File: src/rtl/sar_pkg.sv
// Shared types and defaults for the SAR conversion controller.
package sar_pkg;

  typedef enum logic [2:0] {
    S_IDLE,
    S_SAMPLE,
    S_COMPARE,
    S_WAIT,
    S_DONE
  } sar_state_t;

  localparam int NDAC_DEF          = 16;
  localparam int SAMPLE_CYCLES_DEF = 2;
  localparam int WAIT_TIMEOUT_DEF  = 15;

  function automatic int ptr_w(input int n);
    return (n > 1) ? $clog2(n) : 1;
  endfunction

endpackage

File: src/rtl/sar_wait_timer.sv
// Loadable down-counter shared by the sample hold and comparator timeout.
module sar_wait_timer #(
  parameter int W = 4
) (
  input  logic         clk,
  input  logic         rst_n,
  input  logic         clr,
  input  logic         load,
  input  logic         dec,
  input  logic [W-1:0] load_val,
  output logic         expired
);

  logic [W-1:0] cnt;

  always_ff @(posedge clk or negedge rst_n) begin
    if (!rst_n) begin
      cnt <= '0;
    end else if (clr) begin
      cnt <= '0;
    end else if (load) begin
      cnt <= load_val;
    end else if (dec && cnt != '0) begin
      cnt <= cnt - 1'b1;
    end
  end

  assign expired = (cnt == '0);

endmodule

File: src/rtl/sar_logic.sv
// SAR controller: sample, per-bit compare/decide, result hand-off.
module sar_logic
  import sar_pkg::*;
#(
  parameter int Ndac          = NDAC_DEF,
  parameter int SAMPLE_CYCLES = SAMPLE_CYCLES_DEF,
  parameter int WAIT_TIMEOUT  = WAIT_TIMEOUT_DEF
) (
  input  logic            clk,
  input  logic            rst_n,
  input  logic            start,
  input  logic            diffcaps_cfg,
  input  logic            comp_out,
  input  logic            comp_valid,
  output logic            sample,
  output logic            comp_start,
  output logic [Ndac-1:0] dac_state,
  output logic            dac_diffcaps,
  output logic            busy,
  output logic            done,
  output logic [Ndac-1:0] result,
  output logic            timeout_err
);

  localparam int PW   = ptr_w(Ndac);
  localparam int TMAX = (SAMPLE_CYCLES > WAIT_TIMEOUT) ?
                        SAMPLE_CYCLES : WAIT_TIMEOUT;
  localparam int TW   = $clog2(TMAX + 1);
  localparam logic [Ndac-1:0] MSB_ONLY = {1'b1, {(Ndac-1){1'b0}}};

  sar_state_t    state;
  logic [PW-1:0] ptr;
  logic          tmr_clr;
  logic          tmr_load;
  logic          tmr_dec;
  logic          tmr_exp;
  logic [TW-1:0] tmr_val;
  logic          decide;
  logic          bit_now;

  // Counter holds N-1 so the phase ends on the Nth cycle it was loaded for.
  always_comb begin
    tmr_clr  = 1'b0;
    tmr_load = 1'b0;
    tmr_dec  = 1'b0;
    tmr_val  = '0;
    unique case (1'b1)
      (state == S_IDLE): begin
        tmr_clr  = !start;
        tmr_load = start;
        tmr_val  = TW'(SAMPLE_CYCLES - 1);
      end
      (state == S_COMPARE): begin
        tmr_load = 1'b1;
        tmr_val  = TW'(WAIT_TIMEOUT - 1);
      end
      (state == S_SAMPLE),
      (state == S_WAIT): tmr_dec = 1'b1;
      default: ;
    endcase
  end

  sar_wait_timer #(.W(TW)) u_timer (
    .clk      (clk),
    .rst_n    (rst_n),
    .clr      (tmr_clr),
    .load     (tmr_load),
    .dec      (tmr_dec),
    .load_val (tmr_val),
    .expired  (tmr_exp)
  );

  assign decide  = (state == S_WAIT) && (comp_valid || tmr_exp);
  assign bit_now = comp_valid & comp_out;

  always_ff @(posedge clk or negedge rst_n) begin
    if (!rst_n) begin
      state        <= S_IDLE;
      ptr          <= PW'(Ndac - 1);
      sample       <= 1'b0;
      comp_start   <= 1'b0;
      dac_state    <= '0;
      dac_diffcaps <= 1'b0;
      busy         <= 1'b0;
      done         <= 1'b0;
      result       <= '0;
      timeout_err  <= 1'b0;
    end else begin
      done <= 1'b0;
      unique case (state)
        S_IDLE: begin
          if (start) begin
            state        <= S_SAMPLE;
            busy         <= 1'b1;
            sample       <= 1'b1;
            dac_state    <= MSB_ONLY;
            dac_diffcaps <= diffcaps_cfg;
            timeout_err  <= 1'b0;
            ptr          <= PW'(Ndac - 1);
          end
        end
        S_SAMPLE: begin
          if (tmr_exp) begin
            sample     <= 1'b0;
            comp_start <= 1'b1;
            state      <= S_COMPARE;
          end
        end
        S_COMPARE: begin
          comp_start <= 1'b0;
          state      <= S_WAIT;
        end
        S_WAIT: begin
          if (decide) begin
            dac_state[ptr] <= bit_now;
            if (!comp_valid) timeout_err <= 1'b1;
            if (ptr != '0) begin
              dac_state[ptr - 1'b1] <= 1'b1;
              ptr        <= ptr - 1'b1;
              comp_start <= 1'b1;
              state      <= S_COMPARE;
            end else begin
              result <= {dac_state[Ndac-1:1], bit_now};
              done   <= 1'b1;
              state  <= S_DONE;
            end
          end
        end
        S_DONE: begin
          busy  <= 1'b0;
          state <= S_IDLE;
        end
        default: state <= S_IDLE;
      endcase
    end
  end

endmodule

File: config.mk
export PLATFORM = sky130hd
export DESIGN_NAME = sar_logic
export DESIGN_NICKNAME = d
export VERILOG_FILES = /design/src/rtl/sar_pkg.sv /design/src/rtl/sar_wait_timer.sv /design/src/rtl/sar_logic.sv
export SDC_FILE = /design/constraint.sdc
export NUM_CORES = 1
export LEC_CHECK = 0
export ABC_AREA = 0
export BUFFER_PORTS_ARGS = -buffer_cell sky130_fd_sc_hd__buf_2
export CAP_MARGIN = 10
export CORE_MARGIN = 2
export CORE_UTILIZATION = 51
export CTS_CLUSTER_DIAMETER = 200
export DETAILED_ROUTE_END_ITERATION = 7
export PLACE_DENSITY = 0.74
export SYNTH_ARGS = -nofsm -noshare
export SYNTH_HDL_FRONTEND = slang
export SYNTH_SLANG_ARGS = --single-unit
File: constraint.sdc
create_clock -name clk -period 2.1 [get_ports clk]
set_clock_uncertainty 0.15 [all_clocks]
set_input_delay 0 -clock clk [delete_from_list [all_inputs] [get_ports clk]]
set_output_delay 0 -clock clk [all_outputs]
set_load 0.01 [all_outputs]
Word-level counts from Yosys, hierarchy flattened:

Cells that the tools add are included.

* bits in registers: 49
* input bits: 6
* output and inout port bits: 38
* word-level logic and storage cells: 94

* add/subtract/negate cells: 2
* $lt $le $gt $ge: 4
* eq/ne operators: 9
* multiplexer cells: 40
* bitwise logic cells: 3
* reductions and logical operators: 25

Operators by type and width (count)
* $mux W16: 3
* $pmux W16 S2: 1
* $mux W4: 6
* $bwmux W16: 1
* $or A16 B16 Y16: 1
* $pmux W4 S2: 2
* $mux W1: 15
* $mux W3: 4
* $pmux W3 S4: 1
* $reduce_and A3 Y1: 4
* $reduce_and A4 Y1: 3
* $lt A4 B5 Y1 const B: 2
* $demux W1 S4: 2
* $ge A4 B1 Y1 const B: 2
* $ne A2 B2 Y1 const B: 4
* $pmux W1 S2: 4
* $reduce_bool A4 Y1: 2
* $sub A4 B1 Y4 const B: 2
* $eq A3 B2 Y1 const B: 2
* $reduce_bool A2 Y1: 3
* $reduce_bool A3 Y1: 2
* $logic_and A1 B1 Y1: 4
* $logic_not A4 Y1: 1
* $reduce_and A2 Y1: 2
* 10 further kinds: 10

Depth between registers and ports, before layout:

* depth after elaboration: 9
* depth in mapped cells: 8
* mapped depth without buffers: 6

Modules after synthesis:

A second synthesis with hierarchy kept.

* cell total of the unflattened synthesis: 268
* area, all modules: 2726.4 um^2

Modules (own cells, without submodules)
* sar_logic: instances 1, cells each 237, area each 2433.6 um^2, sequential area each 1131.1 um^2
* sar_wait_timer: instances 1, cells each 31, area each 292.8 um^2, sequential area each 100.1 um^2

Worst setup path before layout:

No wires, ideal clock.

* path kind: reg-to-reg
* start: register ptr[0]
* end: register dac_state[15]
* setup time: 66 ps
* arrival time: 1880 ps
* required time: 1884 ps
* slack: 4 ps
* cell stages (with the launch flop): 8
* buffers on the path: 1
* period minus slack after synthesis: 2096 ps
* cells stage by stage: dfstp_2 > inv_1 > ha_1 > buf_2 > or4_1 > a21o_1 > a31oi_1 > o32a_1

* cells in the longest elaborated chain, start to end: 9
* elaborated cells on any way between the ends: 17
* those cells by class: 1 x add/sub; 4 x order compare; 8 x mux; 1 x bitwise; 3 x reduce/logical

Ends and longest elaborated chain
* from (decl): RTL line sar_logic.sv:32 `logic [PW-1:0] ptr;`
* from (signal assigned): RTL line sar_logic.sv:79 `ptr <= PW'(Ndac - 1);`
* from (signal assigned): RTL line sar_logic.sv:99 `ptr <= PW'(Ndac - 1);`
* from (signal assigned): RTL line sar_logic.sv:119 `ptr <= ptr - 1'b1;`
* $sub A4 B1 Y4 (tied with other cells): RTL line sar_logic.sv:118 `dac_state[ptr - 1'b1] <= 1'b1;`
* $lt A4 B5 Y1 (implied by the code) (tied with other cells): RTL line sar_logic.sv:118
* $logic_and A1 B1 Y1 (implied by the code) or $mux W1 (tied branches): RTL line sar_logic.sv:118, sar_logic.sv:115
* $mux W1 (implied by the code) or $demux W1 S4 (tied branches): RTL line sar_logic.sv:118, sar_logic.sv:115
* $demux W1 S4 or $bwmux W16 (tied branches): RTL line sar_logic.sv:118, sar_logic.sv:115
* $or A16 B16 Y16 (no line)
* $mux W16 *: RTL line sar_logic.sv:117 `if (ptr != '0) begin`
* $mux W16 *: RTL line sar_logic.sv:114 `if (decide) begin`
* $pmux W16 S2 *: RTL line sar_logic.sv:90 `unique case (state)`
* to (signal, indexed assignment): RTL line sar_logic.sv:115 `dac_state[ptr] <= bit_now;`
* to (decl): RTL line sar_logic.sv:17 `output logic [Ndac-1:0] dac_state,`

Every way passes the cells marked *; elsewhere a longest branch is shown, timed or not. The select of a mux whose other input is x is not followed.
A chain may end at the register's enable or synchronous reset.

Worst setup path after layout:

* start: register u_timer.cnt[1]
* end: register dac_state[7]

* cells in the longest elaborated chain, start to end: 5

Ends and longest elaborated chain
* from (decl): RTL line sar_wait_timer.sv:14 `logic [W-1:0] cnt;`
* from (signal assigned): RTL line sar_wait_timer.sv:22 `cnt <= load_val;`
* from (signal assigned): RTL line sar_wait_timer.sv:24 `cnt <= cnt - 1'b1;`
* $logic_not A4 Y1: RTL line sar_wait_timer.sv:28 `assign expired = (cnt == '0);`
* $logic_or A1 B1 Y1: RTL line sar_logic.sv:73 `assign decide = (state == S_WAIT) && (comp_valid || tmr_exp);`
* $logic_and A1 B1 Y1: RTL line sar_logic.sv:73
* $ne A2 B2 Y1 (no line)
* $reduce_and A3 Y1 (no line)

Every way passes these cells.

==> results.md <==
* Slew HR at 59.8%
* Clock slew at reported path FFs at 0.09 ns
* Largest stage delay on the critical path at ~0.43 ns
* Number of setup violations in the final report at 0
* First-pass GRT wire length at approximately 11 mm
* Port Buffers at 43
* Highest clock rate at 487 MHz
* Total Wirelength at 7.00 mm
* Die height at between 70 and 80 um
* Synthesized netlist cell count at 283
* Crit-path cells: inv_1 > ha_2 > or3b_4 > o211a_4 > a21o_1 > a22o_1
* First-pass iteration count of the detailed router at 5
* # fillers at 474
* VDD IR max at 0.564 mV
* Syn-to-layout area delta at 21.7%
* Fin Hold WS at 0.0815 ns
* Wire length per cell at 16.7 um
* Worst hold path type: in2async
* Num CTS Buffers at 5
* WP buf/inv at 1
* Number of global-route vias before repair at roughly 2.3k
* CTS Sinks at 49
* Num rows at 27
* Min cycle time layout at between 2 and 2.5 ns
* Total Nets Final at 360
* Finished Layout Cells at 418
* Final ANT Viol Nets at 0
* Die width at between 70 and 80 um
* Antenna violations before repair at 0
* Async S/R FF share, synth at 100%
* Via density at 5.94
* Number of max-cap violations at 0
* Ant diodes at 0
* Post-synthesis sequential area ratio at 43.5%
* Detailed Route Iter0 Violations at 167
* CTS tree: yes
* Crit path capture type: flip-flop
* Final Hold Viols at 0
* Arrival @ worst endpoint at 2.10 ns
* Primary FF master, synth: dfrtp_1
* Setup TNS at 0 ns
* Worst-margin pin slew at 0.603 ns
* Synth cell types at 57
* Initial core utilization at 52.1%
* Crit-path slowest cell: or3b_4
* Gr ovfl total at 0
* Unrepaired setup endpoints after global routing: false
* Placed wire-length estimate at 4.83 mm
* Routed via count at 2483
* Worst setup SP type: flip-flop
* Required @ worst endpoint at 2.15 ns
* Die footprint at 0.00616 sq mm
* Net Count, Synth at 298
* YS warnings at 0
* Design Power at 4480 uW
* I/O pin total at 44
* Static leakage at 0.00161 uW
* Htree depth at 2
* Period utilisation layout at 97.8%
* Root Driver: clkbuf_8
* Longest Clk Path Bufs at 2
* Outcome: finished clean
* Post-Syn Area at around 0.0028 sq mm
* Crit Path Max Fanout at 7
* Cell Count Post-Placement at 401
* Pin count of the biggest net entering global routing at 26
* Final Max Tran Viols at 0
* Pwr Density at 1300 mW/mm^2
* EDFF count, synth at 0
* Gr usage total at 23.0%
* Ratio of cells with drive above 1 in the final layout at a little over a third
* Placer Congestion at 0.910
* Syn_area_per_cell at 10.0 sq um
* Core area at 0.00544 sq mm
* Synth Register Bits at 49
* Residual DRC count at 0
* Crit-path leading delay family: compound AO/OA/AOI/OAI gates
* Clk_lat worst skew at 0.30 ns
* Critical path type: reg2reg
==> per-layer routing <==
metal	wire length [um]	part of all wire, %	global-route usage (%)	up-vias
li1	-	-	-	1175
met1	3090	44	31.4	1211
met2	3470	50	38.4	90
met3	375	5.4	3.45	7
met4	57	0.81	5.79	0
met5	0	0	0	-
==> cells by family (layout without fill, tap and decap cells) <==
logic type	after synthesis	count (layout)	synth area share, %
buf+inv	36	98	6.67
mux	19	19	7.91
flops	49	49	43.5
compound gates	97	98	23.3
fa+ha+maj	9	9	3.98
simple gates	73	73	14.7
==> metrics by stage <==
step	worst slack, ns	util (%)	cell area [sq um]
detailed placement	-0.0349	59.1	3220
global route	0.00512	63.3	3440
global placement	0.0318	59.1	3220
CTS	0.0226	62.6	3400
floorplan	0.00407	-	2830
finish	0.0465	63.3	3440
==> worst register-to-register path: cells and delay by family, from the launching register on <==
kind / cells / cell delay, ns
compound gates: 3 / 0.68
flops: 1 / 0.40
buf+inv: 1 / 0.10
fa+ha+maj: 1 / 0.19
simple gates: 1 / 0.43
==> report_power, final <==
part / internal (uW) / switching, uW
registers: 1260 / 279
clock network: 298 / 315
logic: 1060 / 1280
==> cell usage after synthesis, types with 2 or more instances <==
cell type  count  area, sq um
nor3b_2        2         25.0
a211oi_1       2         15.0
a22oi_1        8         60.1
o22ai_1        5         31.3
o2111ai_1      2         17.5
o21ai_1        7         35.0
buf_1          2         7.51
mux2_4         3         45.0
a21o_1         2         15.0
a31oi_1        6         37.5
o21a_1         3         22.5
and2_1         3         18.8
mux2_2        15          169
nand2b_1       3         18.8
nand3b_1       7         52.6
nand3_1        4         20.0
buf_6          6         67.6
o21ai_0       20          100
a22oi_2        3         37.5
or3b_2         2         17.5
ha_1           9          113
clkbuf_1      10         37.5
o31ai_1        4         30.0
buf_2          4         20.0
nor2_1        15         56.3
and3_1         4         25.0
dfstp_2        4          105
nor3_1         7         35.0
o22a_1         2         17.5
a32oi_1        2         17.5
nand2_1       15         56.3
o211ai_1       4         30.0
dfrtp_1       45         1130
inv_1         13         48.8
a221oi_1       3         26.3
or2_2          2         12.5
a21oi_1       15         75.1
==> cell usage in the layout (no fill, tap or decap), drive strengths merged, types with 4 or more instances in the layout <==
cell type,count
a21oi,15
a31oi,6
o21ai,27
nand3,4
buf,72
o211ai,5
o22ai,5
dlygate4sd3,5
dfstp,4
dfrtp,45
nor3,7
o31ai,4
nand3b,7
nand2,16
mux2,18
clkbuf,7
a22oi,11
inv,13
and3,4
nor2,15
ha,9
==> area by class of cell <==
type / instances / area, sq um / area share, %
Multi-Input combinational cell: 199 / 1470 / 42.5
Sequential cell: 49 / 1230 / 35.7
Timing Repair Buffer: 77 / 508 / 14.7
Clock buffer: 7 / 96.3 / 2.80
Tap cell: 72 / 90.1 / 2.62
Inverter: 13 / 48.8 / 1.42
Clock inverter: 1 / 5.00 / 0.145
==> what timing repair did <==
action / 4_1_cts / 5_1_grt
endpoints found under the setup margin: 15 / 8
setup buffers: 1 / 2
endpoints found under the hold margin: 33 / 0
pin swaps: 0 / 1
gates resized for setup: 7 / 5
hold buffers: 5 / 0
cloned: 0 / 1
==> state kept, by name, indices dropped and copies added (netlist names) <==
name,flops
dac_state,16
result,16
ptr,4
u_timer.cnt,4
state,3
busy,1
comp_start,1
dac_diffcaps,1
done,1
sample,1
timeout_err,1
==> path summary, 6_finish.rpt <==
kind                                end  depth (start not counted)            from  slack, ns
min reg2reg                  result[11]                          2      result[11]       0.35
min in group clk           dac_diffcaps                          3    diffcaps_cfg       0.31
min                        dac_state[7]                          2           rst_n       0.08
max in group asynchronous          done                          3           rst_n       0.98
max reg2reg                dac_state[7]                          6  u_timer.cnt[1]       0.05
max                        dac_state[7]                          6  u_timer.cnt[1]       0.05
Note: power is estimated with default switching activity, not from simulation.
